File: config.mk
export PLATFORM = sky130hd
export DESIGN_NAME = alu_arbiter_flat
export DESIGN_NICKNAME = d
export VERILOG_FILES = /design/src/rtl/alu_arbiter_pkg.sv /design/src/rtl/alu_arbiter_if.sv /design/src/rtl/alu_arbiter_rr_arbiter.sv /design/src/rtl/alu_arbiter.sv /design/src/flat_wrapper.sv
export SDC_FILE = /design/constraint.sdc
export NUM_CORES = 1
export LEC_CHECK = 0
export CORE_ASPECT_RATIO = 1.2
export CORE_UTILIZATION = 30
export DETAILED_ROUTE_END_ITERATION = 10
export GPL_TIMING_DRIVEN = 0
export PLACE_DENSITY = 0.64
export SYNTH_ARGS = -nofsm -noshare
export SYNTH_HDL_FRONTEND = slang
export SYNTH_SLANG_ARGS = --single-unit
export TNS_END_PERCENT = 30
File: constraint.sdc
create_clock -name clk -period 6.37 [get_ports clk]
set_clock_uncertainty 0.05 [all_clocks]
set_input_delay 1.274 -clock clk [delete_from_list [all_inputs] [get_ports clk]]
set_output_delay 1.274 -clock clk [all_outputs]
set_load 0.05 [all_outputs]
File: src/rtl/alu_arbiter_pkg.sv
// Shared definitions for the ALU arbiter: op-code values, arbiter states and default widths.
package alu_arbiter_pkg;

  localparam int ALU_DATA_W = 32;
  localparam int ALU_OP_W   = 6;

  localparam logic [ALU_OP_W-1:0] OP_ADD = 6'd0;
  localparam logic [ALU_OP_W-1:0] OP_SUB = 6'd1;
  localparam logic [ALU_OP_W-1:0] OP_AND = 6'd2;
  localparam logic [ALU_OP_W-1:0] OP_OR  = 6'd3;
  localparam logic [ALU_OP_W-1:0] OP_XOR = 6'd4;

  typedef enum logic [1:0] {
    ST_IDLE = 2'd0,
    ST_EXEC = 2'd1,
    ST_RESP = 2'd2
  } arb_state_e;

endpackage

File: src/rtl/alu_arbiter_if.sv
// Request, ALU-side and response signals of the shared-ALU arbiter.
interface alu_arbiter_if #(
  parameter int NUM_REQ = 2,
  parameter int DATA_W  = 32,
  parameter int OP_W    = 6,
  parameter int ID_W    = (NUM_REQ > 1) ? $clog2(NUM_REQ) : 1
);
  // Packed [req][bits] keeps requester i at [i*W +: W] of the flat vector.
  logic [NUM_REQ-1:0]             req_valid;
  logic [NUM_REQ-1:0]             req_ready;
  logic [NUM_REQ-1:0][DATA_W-1:0] req_a;
  logic [NUM_REQ-1:0][DATA_W-1:0] req_b;
  logic [NUM_REQ-1:0][OP_W-1:0]   req_op;

  logic [DATA_W-1:0] alu_a;
  logic [DATA_W-1:0] alu_b;
  logic [OP_W-1:0]   alu_op;
  logic [DATA_W-1:0] alu_out;

  logic              rsp_valid;
  logic              rsp_ready;
  logic [DATA_W-1:0] rsp_data;
  logic [ID_W-1:0]   rsp_id;
  logic              rsp_zero;
  logic              rsp_neg;

  modport slave (
    input  req_valid, req_a, req_b, req_op, alu_out, rsp_ready,
    output req_ready, alu_a, alu_b, alu_op,
           rsp_valid, rsp_data, rsp_id, rsp_zero, rsp_neg
  );

  modport master (
    output req_valid, req_a, req_b, req_op, alu_out, rsp_ready,
    input  req_ready, alu_a, alu_b, alu_op,
           rsp_valid, rsp_data, rsp_id, rsp_zero, rsp_neg
  );
endinterface

File: src/rtl/alu_arbiter_rr_arbiter.sv
// Combinational round-robin picker: first asserted request after last_grant wins.
module rr_arbiter #(
  parameter int NUM_REQ = 2,
  parameter int ID_W    = (NUM_REQ > 1) ? $clog2(NUM_REQ) : 1
) (
  input  logic [NUM_REQ-1:0] req,
  input  logic [ID_W-1:0]    last_grant,
  input  logic               en,
  output logic [NUM_REQ-1:0] gnt,
  output logic [ID_W-1:0]    gnt_idx
);

  always_comb begin
    int  c;
    logic found;
    gnt     = '0;
    gnt_idx = '0;
    found   = 1'b0;
    c       = 0;
    for (int k = 1; k <= NUM_REQ; k++) begin
      c = int'(last_grant) + k;
      if (c >= NUM_REQ) c = c - NUM_REQ;
      if (!found && req[c]) begin
        found   = 1'b1;
        gnt_idx = c[ID_W-1:0];
      end
    end
    if (found && en) gnt[gnt_idx] = 1'b1;
  end

endmodule

File: src/rtl/alu_arbiter.sv
// Shares one combinational ALU among NUM_REQ requesters, one op in flight,
// results returned over a valid/ready channel tagged with the requester id.
module alu_arbiter
  import alu_arbiter_pkg::*;
#(
  parameter int NUM_REQ = 2,
  parameter int DATA_W  = ALU_DATA_W,
  parameter int OP_W    = ALU_OP_W,
  parameter int ID_W    = (NUM_REQ > 1) ? $clog2(NUM_REQ) : 1
) (
  input logic         clk,
  input logic         rst,
  alu_arbiter_if.slave bus
);

  arb_state_e        state_q, state_d;
  logic [ID_W-1:0]   last_grant_q, last_grant_d;
  logic [ID_W-1:0]   grant_id_q, grant_id_d;
  logic [DATA_W-1:0] alu_a_q, alu_a_d, alu_b_q, alu_b_d;
  logic [OP_W-1:0]   alu_op_q, alu_op_d;
  logic              rsp_valid_q, rsp_valid_d;
  logic [DATA_W-1:0] rsp_data_q, rsp_data_d;
  logic [ID_W-1:0]   rsp_id_q, rsp_id_d;
  logic              rsp_zero_q, rsp_zero_d, rsp_neg_q, rsp_neg_d;

  logic              accept_en, accept, load;
  logic [NUM_REQ-1:0] gnt;
  logic [ID_W-1:0]   gnt_idx;

  assign accept_en = (state_q == ST_IDLE) || (state_q == ST_RESP && bus.rsp_ready);

  rr_arbiter #(.NUM_REQ(NUM_REQ), .ID_W(ID_W)) u_rr (
    .req        (bus.req_valid),
    .last_grant (last_grant_q),
    .en         (accept_en),
    .gnt        (gnt),
    .gnt_idx    (gnt_idx)
  );

  // gnt is only ever set for an asserted req_valid, so any grant is an accept.
  assign accept        = |gnt;
  assign bus.req_ready = gnt;

  always_comb begin
    state_d      = state_q;
    last_grant_d = last_grant_q;
    grant_id_d   = grant_id_q;
    alu_a_d      = alu_a_q;
    alu_b_d      = alu_b_q;
    alu_op_d     = alu_op_q;
    rsp_valid_d  = rsp_valid_q;
    rsp_data_d   = rsp_data_q;
    rsp_id_d     = rsp_id_q;
    rsp_zero_d   = rsp_zero_q;
    rsp_neg_d    = rsp_neg_q;
    load         = 1'b0;
    case (state_q)
      ST_IDLE: load = accept;
      ST_EXEC: begin
        rsp_data_d  = bus.alu_out;
        rsp_id_d    = grant_id_q;
        rsp_zero_d  = (bus.alu_out == '0);
        rsp_neg_d   = bus.alu_out[DATA_W-1];
        rsp_valid_d = 1'b1;
        state_d     = ST_RESP;
      end
      ST_RESP: begin
        if (bus.rsp_ready) begin
          rsp_valid_d = 1'b0;
          state_d     = ST_IDLE;
          load        = accept;
        end
      end
      default: state_d = ST_IDLE;
    endcase
    if (load) begin
      alu_a_d      = bus.req_a[gnt_idx];
      alu_b_d      = bus.req_b[gnt_idx];
      alu_op_d     = bus.req_op[gnt_idx];
      grant_id_d   = gnt_idx;
      last_grant_d = gnt_idx;
      state_d      = ST_EXEC;
    end
  end

  always_ff @(posedge clk or posedge rst) begin
    if (rst) begin
      state_q      <= ST_IDLE;
      last_grant_q <= ID_W'(NUM_REQ - 1);
      grant_id_q   <= '0;
      alu_a_q      <= '0;
      alu_b_q      <= '0;
      alu_op_q     <= '0;
      rsp_valid_q  <= 1'b0;
      rsp_data_q   <= '0;
      rsp_id_q     <= '0;
      rsp_zero_q   <= 1'b0;
      rsp_neg_q    <= 1'b0;
    end else begin
      state_q      <= state_d;
      last_grant_q <= last_grant_d;
      grant_id_q   <= grant_id_d;
      alu_a_q      <= alu_a_d;
      alu_b_q      <= alu_b_d;
      alu_op_q     <= alu_op_d;
      rsp_valid_q  <= rsp_valid_d;
      rsp_data_q   <= rsp_data_d;
      rsp_id_q     <= rsp_id_d;
      rsp_zero_q   <= rsp_zero_d;
      rsp_neg_q    <= rsp_neg_d;
    end
  end

  assign bus.alu_a     = alu_a_q;
  assign bus.alu_b     = alu_b_q;
  assign bus.alu_op    = alu_op_q;
  assign bus.rsp_valid = rsp_valid_q;
  assign bus.rsp_data  = rsp_data_q;
  assign bus.rsp_id    = rsp_id_q;
  assign bus.rsp_zero  = rsp_zero_q;
  assign bus.rsp_neg   = rsp_neg_q;

endmodule

File: src/flat_wrapper.sv
// flat-port wrapper written by rule: the top's interface ports become plain ports
module alu_arbiter_flat import alu_arbiter_pkg::*;
#(
  parameter int NUM_REQ = 2,
  parameter int DATA_W  = ALU_DATA_W,
  parameter int OP_W    = ALU_OP_W,
  parameter int ID_W    = (NUM_REQ > 1) ? $clog2(NUM_REQ) : 1
)
  (clk, rst, bus_req_valid, bus_req_a, bus_req_b, bus_req_op, bus_alu_out, bus_rsp_ready, bus_req_ready, bus_alu_a, bus_alu_b, bus_alu_op, bus_rsp_valid, bus_rsp_data, bus_rsp_id, bus_rsp_zero, bus_rsp_neg);
  alu_arbiter_if #(.NUM_REQ(NUM_REQ), .DATA_W(DATA_W), .OP_W(OP_W), .ID_W(ID_W)) bus_i ();
  input logic clk;
  input logic rst;
  input wire logic [$bits(bus_i.req_valid)-1:0] bus_req_valid;
  input wire logic [$bits(bus_i.req_a)-1:0] bus_req_a;
  input wire logic [$bits(bus_i.req_b)-1:0] bus_req_b;
  input wire logic [$bits(bus_i.req_op)-1:0] bus_req_op;
  input wire logic [$bits(bus_i.alu_out)-1:0] bus_alu_out;
  input wire logic [$bits(bus_i.rsp_ready)-1:0] bus_rsp_ready;
  output wire logic [$bits(bus_i.req_ready)-1:0] bus_req_ready;
  output wire logic [$bits(bus_i.alu_a)-1:0] bus_alu_a;
  output wire logic [$bits(bus_i.alu_b)-1:0] bus_alu_b;
  output wire logic [$bits(bus_i.alu_op)-1:0] bus_alu_op;
  output wire logic [$bits(bus_i.rsp_valid)-1:0] bus_rsp_valid;
  output wire logic [$bits(bus_i.rsp_data)-1:0] bus_rsp_data;
  output wire logic [$bits(bus_i.rsp_id)-1:0] bus_rsp_id;
  output wire logic [$bits(bus_i.rsp_zero)-1:0] bus_rsp_zero;
  output wire logic [$bits(bus_i.rsp_neg)-1:0] bus_rsp_neg;
  assign bus_i.req_valid = bus_req_valid;
  assign bus_i.req_a = bus_req_a;
  assign bus_i.req_b = bus_req_b;
  assign bus_i.req_op = bus_req_op;
  assign bus_i.alu_out = bus_alu_out;
  assign bus_i.rsp_ready = bus_rsp_ready;
  assign bus_req_ready = bus_i.req_ready;
  assign bus_alu_a = bus_i.alu_a;
  assign bus_alu_b = bus_i.alu_b;
  assign bus_alu_op = bus_i.alu_op;
  assign bus_rsp_valid = bus_i.rsp_valid;
  assign bus_rsp_data = bus_i.rsp_data;
  assign bus_rsp_id = bus_i.rsp_id;
  assign bus_rsp_zero = bus_i.rsp_zero;
  assign bus_rsp_neg = bus_i.rsp_neg;
  alu_arbiter #(.NUM_REQ(NUM_REQ), .DATA_W(DATA_W), .OP_W(OP_W), .ID_W(ID_W)) u_core (.clk(clk), .rst(rst), .bus(bus_i));
endmodule
==> metrics.md <==
| Metric | Value |
|---|---|
| Status | completed |
| TNS Setup | 0 ns |
| Worst setup SP type | input port |
| Vias | 3,870 |
| Core Rows | 54 |
| Vias in the first global route | 4,347 |
| Synth Instances | 331 |
| Syn Nets | 508 |
| Slowest stage delay, CP | 0.79 ns |
| Routed vias/inst | 4.52 |
| Total CTS buffers | 9 |
| Combinational family with the most area after synthesis | multiplexers |
| Hold WC Path Type | flip-flop to flip-flop |
| FFs w/ async S/R, synth | 100% |
| Worst path cell trace | clkdlybuf4s50_1, and2b_1, nor3_2, buf_2, and2_1, clkdlybuf4s50_1 |
| Final Hold Viols | 0 |
| Synthesized area | 5520 um2 |
| Post-synth top area share | 48.9% |
| Synth unique cells | 22 |
| Post-Synth Simple-Gate Area | 2.11% |
| Core area | 18,100 um2 |
| Chip height | 151 um |
| Post-CTS Setup Bufs | 0 |
| DR DRC count | 0 |
| Clock-pin slew on the worst setup and hold paths | 0.07 ns |
| Critical path origin | bus_rsp_ready |
| Most frequent cell after synthesis | mux2_4 |
| Post-layout min period | 4.72 ns |
| Antenna violations before repair | 0 |
| GRT overflow | 0 |
| Hold buffer count at cts | 0 |
| FF-to-FF setup slack | 4.62 ns |
| CP arrival | 3.39 ns |
| Worst setup EP type | output pin |
| Max Clk Rate | 212 MHz |
| DRT iter0 DRCs | 73 |
| Crit path max fanout | 10 |
| I/O Buffers | 284 |
| Sink Count | 109 |
| Fillers | 1,599 |
| Bufs on Longest Clock Path | 2 |
| Share of layout cells above drive strength 1 | 34.3% |
| Max VDD drop | 0.295 mV |
| Compound-Gate Fraction of Synth Area | 0.747% |
| Die W | 126 um |
| Area grow syn2layout | 62.6% |
| Post-cts sizing count | 0 |
| Xor-xnor portion of the synthesized cell area | 0% |
| Number of synthesized flops with an enable pin | 0 |
| Commonest cells post-synth | mux2_4 (112), dfrtp_1 (108), mux2_2 (63), nor4_1 (9), buf_6 (7) |
| Starting Density | 30.5% |
| Synth Warn # | 0 |
| Top cell by count, worst path | clkdlybuf4s50_1 |
| CTS tree | built |
| Gr usage total | 15.4% |
| Hold Startpoint | u_core.bus.rsp_zero$_DFFE_PP0P_ |
| Pin count of the biggest net entering global routing | 71 |
| Top-level I/O count | 285 |
| Die area | 19,000 um2 |
| Pleak | 3.86 nW |
| Final net count | 804 |
| Slowest cell on the critical path | clkdlybuf4s50_1 |
| Post-synthesis average cell area | 16.7 um2 |
| Post-DP HPWL | 11,400 um |
| Cell family with most CP delay | buffers and inverters |
| Max_slew headroom | 63.1% |
| WP buf/inv | 3 |
| Largest cells by area after synthesis | dfrtp_1 (49%), mux2_4 (30%), mux2_2 (13%) |
| Antenna-violating nets left | 0 |
| Sequential-to-total area share from yosys stat | 49.4% |
| DRT Pass-1 Iters | 4 |
| Max-cap violations | 0 |
| Post-DR wirelength/cell | 17.1 um |
| Post-route clock period utilization | 74.1% |
| Critical path required time | 5.05 ns |
| Global-route wire length before repair | 22,400 um |
| Final setup fails | 0 |
| RR Startpoint | u_core.state_q[1]$_DFFE_PP0P_ |
| Worst-Margin Slew | 0.552 ns |
| Post-synthesis register bit count | 109 |
| Largest area contributor in the netlist | dfrtp_1 |
| H-tree levels | 3 |
| Root buf cell | clkbuf_16 |
| Fin Hold WS | 0.453 ns |
| Top_reg_cell synth | dfrtp_1 |
| Post-synthesis mux area share | 43.3% |
| PwrDens | 541 nW/um2 |
| Synth Area in Adders | 0% |
| Worst skew pair latency | 0.34 ns |
| WL final | 14,600 um |
| Placer Congestion | 0.732 |
| Max Transition Viols Final | 0 |
| Core Util, Final | 49.6% |
| RSZ-0062 raised after global routing | false |
| Antenna diodes | 0 |
| Critical path class | input port to output pin |
placed cells by master (no fill, tap or decap), types with 2 or more instances in the layout:
master           instances
clkdlybuf4s50_1        284
mux2_4                 112
dfrtp_1                108
mux2_2                  63
nor4_1                   9
clkbuf_16                9
buf_6                    7
buf_2                    6
buf_12                   5
clkinv_4                 3
buf_4                    2
nand2b_1                 2
nand4_1                  2
nand2_1                  2
a21oi_1                  2
inv_8                    2
clkinv_8                 2
worst min-delay path, cell delays in order (launching register included):
cell and delay [ns]:
dfrtp_1 0.35, nand2_1 0.05, o31ai_1 0.06
path summary, 6_finish.rpt:
path | endpoint | depth (start not counted)
max in group asynchronous | u_core.last_grant_q$_DFFE_PP1P_ | 3
max | bus_req_ready[1] | 6
min in group asynchronous | u_core.bus.alu_a[6]$_DFFE_PP0P_ | 2
max reg2reg | u_core.grant_id_q$_DFFE_PP0P_ | 5
min reg2reg | u_core.bus.rsp_zero$_DFFE_PP0P_ | 2
min | u_core.bus.rsp_zero$_DFFE_PP0P_ | 2
flip-flops by register name, summed over array words and instances, names as in the netlist:
register,cells
u_core.bus.rsp_valid,1
u_core.last_grant_q,1
u_core.grant_id_q,1
u_core.bus.alu_b,32
u_core.bus.rsp_zero,1
u_core.bus.rsp_data,31
u_core.bus.alu_op,6
u_core.bus.alu_a,32
u_core.bus.rsp_neg,1
u_core.state_q,2
u_core.bus.rsp_id,1
per-layer routing:
| layer | global-route usage [%] | share of wire, % |
|---|---|---|
| met1 | 16.2 | 37 |
| met2 | 29.8 | 54 |
| met3 | 4.05 | 7.2 |
| met4 | 4.88 | 1.2 |
| met5 | 0 | 0 |
where the power goes:
group | total [mW] | internal [mW] | switching, mW
Sequential | 1.25 | 1.05 | 0.198
Clock | 0.563 | 0.280 | 0.282
Combinational | 3.05 | 1.29 | 1.76
Total | 4.86 | 2.62 | 2.24
kinds of logic (layout without fill, tap and decap cells):
| group | Yosys count | after routing |
|---|---|---|
| compound gates | 5 | 5 |
| buf+inv | 23 | 324 |
| flops | 109 | 109 |
| mux | 175 | 175 |
| simple gates | 19 | 19 |
metrics by stage:
| step | cell area [um2] | total power, mW | cells | setup WS (ns) |
|---|---|---|---|---|
| floorplan | 5520 | 3.31 | 331 | 1.89 |
| global placement | 8650 | 4.29 | 839 | 0.479 |
| detailed placement | 8680 | 4.33 | 840 | 1.64 |
| CTS | 8980 | 4.93 | 856 | 1.63 |
| global route | 8980 | 5.07 | 856 | 1.57 |
| finish | 8980 | 4.86 | 856 | 1.65 |
area by class of cell:
| cell class | count | area (um2) | share of cell area [%] |
|---|---|---|---|
| buffer | 21 | 239 | 2.66 |
| clock buffer | 9 | 225 | 2.51 |
| clock inverter | 7 | 81.3 | 0.905 |
| inverter | 2 | 10.0 | 0.111 |
| multi-input combinational | 199 | 2550 | 28.4 |
| sequential | 109 | 2730 | 30.4 |
| tap | 224 | 280 | 3.12 |
| timing repair buffer | 285 | 2870 | 31.9 |
Power figures use the tool's default switching activity.
